===== src/rtl/apb_rr_arbiter2_if.sv =====
// apb_rr_arbiter2_if: requester-side and APB-side signals of the shared APB master port
interface apb_rr_arbiter2_if #(
  parameter int NUM_REQ = 4,
  parameter int ADDR_W  = 32,
  parameter int DATA_W  = 32
);
  logic [NUM_REQ-1:0]        req2, req_write2, done2;
  logic [NUM_REQ*ADDR_W-1:0] req_addr2;
  logic [NUM_REQ*DATA_W-1:0] req_wdata2;
  logic                      err2, busy2, pwrite2, psel2, penable2, pready2;
  logic [DATA_W-1:0]         rdata2, pwdata2, prdata2;
  logic [ADDR_W-1:0]         paddr2;
  modport master (
    input  req2, req_write2, req_addr2, req_wdata2, prdata2, pready2,
    output done2, err2, rdata2, busy2, paddr2, pwrite2, pwdata2, psel2, penable2
  );
  modport slave (
    output req2, req_write2, req_addr2, req_wdata2, prdata2, pready2,
    input  done2, err2, rdata2, busy2, paddr2, pwrite2, pwdata2, psel2, penable2
  );
endinterface


===== src/rtl/apb_rr_arbiter2.sv =====
// apb_rr_arbiter2: round-robin arbiter running one APB SETUP/ACCESS transfer at a time,
// with wait-state support and a timeout that aborts transfers to a stuck slave.
module apb_rr_arbiter2 #(
  parameter int NUM_REQ = 4,
  parameter int ADDR_W  = 32,
  parameter int DATA_W  = 32,
  parameter int TIMEOUT = 255
) (
  input logic               pclk2,
  input logic               n_preset2,
  apb_rr_arbiter2_if.master bus
);
  localparam int GW = $clog2(NUM_REQ);
  localparam int CW = (TIMEOUT > 0) ? $clog2(TIMEOUT + 1) : 1;
  typedef enum logic [1:0] {IDLE, SETUP, ACCESS, DONE} state_t;
  state_t              state_q, state_d;
  logic [GW-1:0]       last_q, last_d, win, idx;
  logic [CW-1:0]       cnt_q, cnt_d;
  logic                mask_q, found, err_q, err_d, pwrite_q, pwrite_d;
  logic [ADDR_W-1:0]   paddr_q, paddr_d;
  logic [DATA_W-1:0]   pwdata_q, pwdata_d, rdata_q, rdata_d;
  logic [NUM_REQ-1:0]  elig;
  // The just-finished requester is masked for one cycle so a held req2 is not re-granted.
  always_comb begin
    elig = bus.req2;
    if (mask_q) elig[last_q] = 1'b0;
    found = 1'b0;
    win = last_q;
    idx = '0;
    for (int i = 1; i <= NUM_REQ; i++) begin
      idx = GW'((int'(last_q) + i) % NUM_REQ);
      if (!found && elig[idx]) begin
        found = 1'b1;
        win = idx;
      end
    end
  end
  always_comb begin
    state_d  = state_q;
    last_d   = last_q;
    cnt_d    = cnt_q;
    err_d    = err_q;
    rdata_d  = rdata_q;
    paddr_d  = paddr_q;
    pwdata_d = pwdata_q;
    pwrite_d = pwrite_q;
    case (state_q)
      IDLE: if (found) begin
        paddr_d  = bus.req_addr2[win*ADDR_W +: ADDR_W];
        pwdata_d = bus.req_wdata2[win*DATA_W +: DATA_W];
        pwrite_d = bus.req_write2[win];
        last_d   = win;
        state_d  = SETUP;
      end
      SETUP: state_d = ACCESS;
      ACCESS: if (bus.pready2) begin
        rdata_d = pwrite_q ? '0 : bus.prdata2;
        err_d   = 1'b0;
        state_d = DONE;
      end else if (TIMEOUT != 0 && cnt_q == CW'(TIMEOUT)) begin
        rdata_d = '0;
        err_d   = 1'b1;
        state_d = DONE;
      end else begin
        cnt_d = cnt_q + CW'(1);
      end
      DONE: begin
        cnt_d   = '0;
        state_d = IDLE;
      end
      default: state_d = IDLE;
    endcase
  end
  always_ff @(posedge pclk2 or negedge n_preset2) begin
    if (!n_preset2) begin
      state_q  <= IDLE;
      last_q   <= GW'(NUM_REQ - 1);
      cnt_q    <= '0;
      mask_q   <= 1'b0;
      err_q    <= 1'b0;
      rdata_q  <= '0;
      paddr_q  <= '0;
      pwdata_q <= '0;
      pwrite_q <= 1'b0;
    end else begin
      state_q  <= state_d;
      last_q   <= last_d;
      cnt_q    <= cnt_d;
      mask_q   <= state_q == DONE;
      err_q    <= err_d;
      rdata_q  <= rdata_d;
      paddr_q  <= paddr_d;
      pwdata_q <= pwdata_d;
      pwrite_q <= pwrite_d;
    end
  end
  assign bus.psel2    = state_q == SETUP || state_q == ACCESS;
  assign bus.penable2 = state_q == ACCESS;
  assign bus.busy2    = state_q != IDLE;
  assign bus.done2    = state_q == DONE ? NUM_REQ'(1) << last_q : '0;
  assign bus.err2     = state_q == DONE && err_q;
  assign bus.rdata2   = state_q == DONE ? rdata_q : '0;
  assign bus.paddr2   = paddr_q;
  assign bus.pwdata2  = pwdata_q;
  assign bus.pwrite2  = pwrite_q;
endmodule


===== src/flat_wrapper.sv =====
// flat-port wrapper written by rule: the top's interface ports become plain ports
module apb_rr_arbiter2_flat 
#(
  parameter int NUM_REQ = 4,
  parameter int ADDR_W  = 32,
  parameter int DATA_W  = 32,
  parameter int TIMEOUT = 255
)
  (pclk2, n_preset2, bus_req2, bus_req_write2, bus_req_addr2, bus_req_wdata2, bus_prdata2, bus_pready2, bus_done2, bus_err2, bus_rdata2, bus_busy2, bus_paddr2, bus_pwrite2, bus_pwdata2, bus_psel2, bus_penable2);
  apb_rr_arbiter2_if #(.NUM_REQ(NUM_REQ), .ADDR_W(ADDR_W), .DATA_W(DATA_W)) bus_i ();
  input logic pclk2;
  input logic n_preset2;
  input wire logic [$bits(bus_i.req2)-1:0] bus_req2;
  input wire logic [$bits(bus_i.req_write2)-1:0] bus_req_write2;
  input wire logic [$bits(bus_i.req_addr2)-1:0] bus_req_addr2;
  input wire logic [$bits(bus_i.req_wdata2)-1:0] bus_req_wdata2;
  input wire logic [$bits(bus_i.prdata2)-1:0] bus_prdata2;
  input wire logic [$bits(bus_i.pready2)-1:0] bus_pready2;
  output wire logic [$bits(bus_i.done2)-1:0] bus_done2;
  output wire logic [$bits(bus_i.err2)-1:0] bus_err2;
  output wire logic [$bits(bus_i.rdata2)-1:0] bus_rdata2;
  output wire logic [$bits(bus_i.busy2)-1:0] bus_busy2;
  output wire logic [$bits(bus_i.paddr2)-1:0] bus_paddr2;
  output wire logic [$bits(bus_i.pwrite2)-1:0] bus_pwrite2;
  output wire logic [$bits(bus_i.pwdata2)-1:0] bus_pwdata2;
  output wire logic [$bits(bus_i.psel2)-1:0] bus_psel2;
  output wire logic [$bits(bus_i.penable2)-1:0] bus_penable2;
  assign bus_i.req2 = bus_req2;
  assign bus_i.req_write2 = bus_req_write2;
  assign bus_i.req_addr2 = bus_req_addr2;
  assign bus_i.req_wdata2 = bus_req_wdata2;
  assign bus_i.prdata2 = bus_prdata2;
  assign bus_i.pready2 = bus_pready2;
  assign bus_done2 = bus_i.done2;
  assign bus_err2 = bus_i.err2;
  assign bus_rdata2 = bus_i.rdata2;
  assign bus_busy2 = bus_i.busy2;
  assign bus_paddr2 = bus_i.paddr2;
  assign bus_pwrite2 = bus_i.pwrite2;
  assign bus_pwdata2 = bus_i.pwdata2;
  assign bus_psel2 = bus_i.psel2;
  assign bus_penable2 = bus_i.penable2;
  apb_rr_arbiter2 #(.NUM_REQ(NUM_REQ), .ADDR_W(ADDR_W), .DATA_W(DATA_W), .TIMEOUT(TIMEOUT)) u_core (.pclk2(pclk2), .n_preset2(n_preset2), .bus(bus_i));
endmodule

===== config.mk =====
export PLATFORM = sky130hd
export DESIGN_NAME = apb_rr_arbiter2_flat
export DESIGN_NICKNAME = d
export VERILOG_FILES = /design/src/rtl/apb_rr_arbiter2_if.sv /design/src/rtl/apb_rr_arbiter2.sv /design/src/flat_wrapper.sv
export SDC_FILE = /design/constraint.sdc
export NUM_CORES = 1
export LEC_CHECK = 0
export CORE_AREA = 2 2 158 160
export CTS_BUF_LIST = sky130_fd_sc_hd__clkbuf_16
export CTS_CLUSTER_DIAMETER = 120
export DETAILED_ROUTE_END_ITERATION = 10
export DIE_AREA = 0 0 160 162
export GPL_TIMING_DRIVEN = 0
export PLACE_DENSITY = 0.71
export SETUP_SLACK_MARGIN = 0.1
export SYNTH_ARGS = -nofsm -noshare
export SYNTH_HDL_FRONTEND = slang
export SYNTH_SLANG_ARGS = --single-unit
export TNS_END_PERCENT = 1

===== constraint.sdc =====
create_clock -name pclk2 -period 3.65 [get_ports pclk2]
set_input_delay 0.5475 -clock pclk2 [delete_from_list [all_inputs] [get_ports pclk2]]
set_output_delay 0.5475 -clock pclk2 [all_outputs]
set_load 0.01 [all_outputs]

* Yosys cells after proc, flatten, opt, wreduce, memory -nomap -nowiden
Cells that the tools add are included.
Widths: inputs -> output; s select.
** Storage, ports and cells
- Word-level logic and storage cells :: 86
- Register bits :: 111
- Bits of input ports :: 299
- Output and inout port bits :: 105
** Cells by class
- Shifts and indexed selects :: 3
- $add $sub $neg :: 5
- Mux-type cells :: 35
- Reduce and logical (&&, ||, !) cells :: 17
- Bitwise gates (word level) :: 2
- Eq/ne operators :: 8
- $lt $le $gt $ge :: 7
** Operator list (count)
- $shiftx 128x8->32 :: 2
- $mux 32 :: 4
- $lt 2x3->1 const B :: 6
- $mux 8 :: 2
- $pmux 8 s2 :: 1
- $mux 2 :: 7
- $mux 1 :: 12
- $bmux 1 s2 :: 5
- $add 8x1->8 const B :: 1
- $eq 8x8->1 const B :: 1
- $mux 4 :: 2
- $pmux 2 s4 :: 1
- $reduce_and 2->1 :: 3
- $reduce_bool 2->1 :: 3
- $logic_and 1x1->1 :: 5
- $add 2x1->2 const B :: 2
- $add 2x2->2 const B :: 2
- $and 4x4->4 :: 1
- $eq 2x2->1 const B :: 2
- $ne 2x2->1 const B :: 2
- $not 4->4 :: 1
- $shl 1x2->4 const A :: 1
- $logic_not 1->1 :: 3
- $ne 3x2->1 const B :: 1
- 7 further kinds :: 7

* Depth between registers and ports, before layout
- Depth after elaboration :: 21
- Mapped depth :: 16
- Depth with buffers taken out :: 9

* Least setup slack after synthesis
OpenSTA, ideal clock, no wires.
- Path type :: register to register
- Start point :: register u_core.last_q[0]
- End point :: register u_core.paddr_q[10] (netlist: u_core.bus.paddr2[10])
- Data required time :: 3551 ps
- Clock period less this slack :: 3564 ps
- Path buffers :: 7
- Library setup time :: 99 ps
- Arrival :: 3465 ps
- Cell stages (with the launch flop) :: 17
- Slack :: 86 ps
- Cell sequence :: dfstp_2 -> buf_6 -> buf_4 -> clkinv_1 -> clkbuf_1 -> clkbuf_1 -> ha_1 -> mux2_1 -> a221oi_1 -> mux2_1 -> o22a_1 -> buf_4 -> xnor2_2 -> buf_6 -> buf_6 -> nand2_1 -> a311oi_1
** On the way
- Longest elaborated chain between the ends :: 20
- Elaborated cells on any way between the ends :: 36
- Those cells by class :: add/sub (4); order compare (2); shift (1); mux (19); bitwise (2); reduce/logical (8)
** Ends and longest elaborated chain
- from (decl) :: line apb_rr_arbiter2.sv:17 : logic [GW-1:0] last_q, last_d, win, idx;
- from (signal assigned) :: line apb_rr_arbiter2.sv:77 : last_q <= GW'(NUM_REQ - 1);
- from (signal assigned) :: line apb_rr_arbiter2.sv:87 : last_q <= last_d;
- $lt 2x3->1 (implied by the code) or $ge 2x1->1 (tied branches) :: line apb_rr_arbiter2.sv:26 : if (mask_q) elig[last_q] = 1'b0;
- $logic_and 1x1->1 (implied by the code) :: line apb_rr_arbiter2.sv:26
- $mux 1 (implied by the code) :: line apb_rr_arbiter2.sv:26
- $demux 1 s2
- $not 4->4 (no line)
- $and 4x4->4 (no line)
- $mux 4 :: line apb_rr_arbiter2.sv:26
- $bmux 1 s2 :: line apb_rr_arbiter2.sv:32 : if (!found && elig[idx]) begin
- [4 not listed]
- $mux 1 :: line apb_rr_arbiter2.sv:32
- $logic_not 1->1 :: line apb_rr_arbiter2.sv:32
- $logic_and 1x1->1 :: line apb_rr_arbiter2.sv:32
- $mux 1 :: line apb_rr_arbiter2.sv:32
- $logic_not 1->1 :: line apb_rr_arbiter2.sv:32
- $logic_and 1x1->1 :: line apb_rr_arbiter2.sv:32
- $mux 2 or $mux 1 (tied branches) :: line apb_rr_arbiter2.sv:32
- $shiftx 128x8->32 or $reduce_and 2->1 (tied branches)
- to (signal assigned) :: line apb_rr_arbiter2.sv:92 : paddr_q <= paddr_d;
- to (decl) :: line apb_rr_arbiter2.sv:20 : logic [ADDR_W-1:0] paddr_q, paddr_d;
Several ways; a longest one is shown, not always the timed one. The select of a mux whose other input is x is not followed.
A chain may end at the register's enable or synchronous reset.

* Final worst setup path
- Start point :: register u_core.last_q[0]
- End point :: register u_core.paddr_q[24] (netlist: u_core.bus.paddr2[24])
Same word-level chain as after synthesis.

==> load_flow_metrics.sql <==
INSERT INTO impl_metrics (metric_group, metric, value, unit) VALUES
('critical_path', 'cpLargestDelayFamily', 'buffers and inverters', ''),
('critical_path', 'timing.critical_path.to', 'u_core.bus.paddr2[24]$_DFFE_PN0P_', ''),
('floorplan', 'dieHeight', '162', 'um'),
('clock_network', 'clk-insertion-delay-late', '360', 'ps'),
('critical_path', 'critPathKind', 'reg -> reg', ''),
('sta', 'hold_ws', '111.8', 'ps'),
('power_and_ir_drop', 'p_leak', '5.288', 'nW'),
('clock_network', 'cts.htree.levels', '3', ''),
('critical_path', 'worstPathArrival', '3660', 'ps'),
('flow_run', 'max-cap-violations', '0', ''),
('sta', 'max_slew.worst_pin.slew', '770.5', 'ps'),
('yosys', 'post_synth_inst_count', '1149', ''),
('yosys', 'number_of_enable_flip_flop_cells_after_synthesis', '0', ''),
('final_layout', 'layout.nets', '1886', ''),
('critical_path', 'crit_path_cell_trace', 'buf_8, buf_12, clkinv_4, clkbuf_16, ha_1, mux2_2, a221oi_4, o21bai_1, a21o_1, nor2_2, clkbuf_4, a311oi_1', ''),
('place', 'placement.io_buffers', '403', ''),
('floorplan', 'die_w', '160', 'um'),
('final_layout', 'register_area', '0.002780', 'mm2'),
('clock_network', 'number_of_buffers_created_by_cts', '9', ''),
('run_status', 'run_status', 'finished, final reports clean', ''),
('global_routing', 'grt_start_max_net_pins', '67', ''),
('yosys', 'mappedNetlistArea', '0.007830', 'mm2'),
('critical_path', 'crit_path_start', 'u_core.last_q[0]$_DFFE_PN1P_', ''),
('power_and_ir_drop', 'p_per_area', '943.7', 'mW/mm2'),
('min_path', 'min-delay-path-class', 'in -> async', ''),
('final_layout', 'multiInputGateArea', '0.004706', 'mm2'),
('power_and_ir_drop', 'clock_power_share', '7.8', '%'),
('global_routing', 'grt_overflow_total', '0', ''),
('power_and_ir_drop', 'power_frac_seq', '18.3', '%'),
('critical_path', 'reg_to_reg_endpoint', 'u_core.bus.paddr2[24]$_DFFE_PN0P_', ''),
('clock_network', 'clockBufferDepth', '2', ''),
('yosys', 'synth_compound_gate_area_share', '20.21', '%'),
('sta', 'relative_slew_margins', '48.63', '%'),
('yosys', 'most_frequently_used_flop_master_after_synthesis', 'dfrtp_1', ''),
('yosys', 'largest_family_of_logic_cells_by_synthesized_area', 'simple AND/OR/NAND/NOR gates', ''),
('place', 'place_area', '0.01230', 'mm2'),
('yosys', 'synth.mux.area_fraction', '1.023', '%'),
('final_layout', 'mostFrequentLayoutCell', 'nand2_1', ''),
('sta', 'skew', '13.61', 'ps'),
('yosys', 'post_synth_fa_ha_maj_area_fraction', '1.438', '%'),
('yosys', 'ys_types', '41', ''),
('floorplan', 'design.portCount', '404', ''),
('routing', 'route.final.wire_length', '37.50', 'mm'),
('clock_network', 'clock_sink_count', '111', ''),
('final_layout', 'finalNonFillerCells', '1912', ''),
('routing', 'ant_nets', '0', ''),
('critical_path', 'timing.reg2reg.worst_path_depth', '12', ''),
('critical_path', 'regToRegSetupSlack', '200', 'ps'),
('critical_path', 'worst_path_max_stage_delay', '550', 'ps'),
('critical_path', 'setup.worst_path.start_class', 'flop', ''),
('floorplan', 'floorplan.rows', '57', ''),
('yosys', 'synth_xor_xnor_area_share', '1.198', '%'),
('power_and_ir_drop', 'netSwitchingFraction', '50.07', '%'),
('clock_network', 'cts_root_buffer', 'clkbuf_16', ''),
('yosys', 'synth_simple_gate_area_share', '33.72', '%'),
('critical_path', 'critPathCaptureType', 'flop', ''),
('routing', 'routed-via-count', '10025', ''),
('sta', 'fmax', '289.7', 'MHz'),
('power_and_ir_drop', 'internal_power', '6.120', 'mW'),
('global_routing', 'antenna_found_initial', '5', ''),
('critical_path', 'critical_path_peak_fanout', '10', ''),
('final_layout', 'area_growth_syn_to_layout', '65.87', '%'),
('routing', 'detail_route.drc_violations', '0', ''),
('sta', 'timing.final.crit_period', '3452', 'ps'),
('final_layout', 'drive_above_1_share', '7.391', '%'),
('global_routing', 'grt_usage', '27.62', '%'),
('final_layout', 'filler_cell_count', '2376', ''),
('critical_path', 'rr_startpoint', 'u_core.last_q[0]$_DFFE_PN1P_', ''),
('critical_path', 'crit_path_depth', '12', ''),
('place', 'detailed_placement_hpwl', '28.99', 'mm'),
('floorplan', 'die-area', '0.02592', 'mm2');
-- layer usage --
layer | wire (um) | track usage [%] | up-vias | share of wire, %
met5 | 0 | 0 | - | 0
met4 | 1418 | 11.30 | 0 | 3.8
met3 | 2811 | 5.490 | 77 | 7.5
met2 | 18620 | 48.90 | 502 | 50
met1 | 14650 | 32.90 | 4720 | 39
li1 | - | - | 4726 | -
-- synth_stat cells (3+ instances only) --
cell type | count | area share (%)
and2_1 | 38 | 3.0
buf_4 | 7 | 0.67
inv_1 | 12 | 0.58
o21ai_0 | 37 | 2.4
ha_1 | 9 | 1.4
o22ai_1 | 5 | 0.40
clkbuf_1 | 62 | 3.0
buf_6 | 13 | 1.9
mux2_1 | 3 | 0.43
a311oi_1 | 65 | 7.3
nor3_1 | 67 | 4.3
nand2_1 | 461 | 22
xor2_1 | 3 | 0.34
buf_2 | 12 | 0.77
dfrtp_1 | 109 | 35
nand4_1 | 3 | 0.24
a21oi_1 | 137 | 8.8
nor2_1 | 75 | 3.6
xnor2_1 | 4 | 0.45
-- registers in the layout, summed over array words and instances, names as in the netlist --
signal / count
u_core.bus.paddr2: 32
u_core.bus.pwdata2: 32
u_core.rdata_q: 32
u_core.cnt_q: 8
u_core.last_q: 2
u_core.state_q: 2
u_core.bus.pwrite2: 1
u_core.err_q: 1
u_core.mask_q: 1
-- how the worst min path moves through the flow --
stage | from | endpoint | slack, ps
floorplan | n_preset2 | u_core.bus.paddr2[0]$_DFFE_PN0P_ | 250
global placement | u_core.rdata_q[27]$_DFFE_PN0P_ | u_core.rdata_q[27]$_DFFE_PN0P_ | 460
detailed placement | u_core.rdata_q[14]$_DFFE_PN0P_ | u_core.rdata_q[14]$_DFFE_PN0P_ | 460
CTS | n_preset2 | u_core.rdata_q[14]$_DFFE_PN0P_ | 120
global route | n_preset2 | u_core.rdata_q[14]$_DFFE_PN0P_ | 140
finish | n_preset2 | u_core.rdata_q[14]$_DFFE_PN0P_ | 110
-- power by group through the flow --
stage                     Combinational (mW)  Sequential [mW]  Clock [mW]
after floorplan                         4.93             2.34           0
after global placement                  8.18             2.24           0
after detailed placement                8.35             2.24           0
after CTS                               8.64             2.23       0.974
after global routing                    9.84             2.30        1.02
final                                   9.06             2.24       0.959
-- cells by family after synthesis --
group | Yosys count
muxes | 7
buffers and inverters | 107
and+or+nand+nor | 650
xor gates and xnor gates | 9
AOI/OAI and AO/OA | 256
adders and majority gates | 9
DFF | 111
-- per-stage QoR --
stage	setup TNS [ps]	utilization [%]	worst slack (ps)
global route	0	53.88	85.14
finish	0	53.88	198.3
floorplan	0	-	153.3
global placement	-356700	50.92	-2628
CTS	0	52.81	103.8
detailed placement	-69900	51.04	-1345
-- worst register-to-register path, stage by stage (launching register included) --
cell       delay [ps]
dfstp_2           550
buf_8             120
buf_12            130
clkinv_4          110
clkbuf_16         190
ha_1              250
mux2_2            300
a221oi_4          320
o21bai_1          120
a21o_1            290
nor2_2            390
clkbuf_4          410
a311oi_1          140
-- what timing repair did --
item                                    in CTS  in global routing
resized for setup                           41                 31
cloned                                       0                  1
pin swaps                                    0                  4
setup buffers                                3                 11
endpoints found under the setup margin      69                 65
-- layout make-up --
| class | instances | area share, % |
|---|---|---|
| inverter | 13 | 0.4143 |
| buffer | 93 | 4.509 |
| multi-input combinational | 931 | 36.23 |
| clock inverter | 7 | 0.3083 |
| tap | 324 | 3.121 |
| antenna | 5 | 0.09634 |
| sequential | 111 | 21.41 |
| timing repair buffer | 419 | 32.18 |
| clock buffer | 9 | 1.734 |
(Power assumes the default switching activity.)
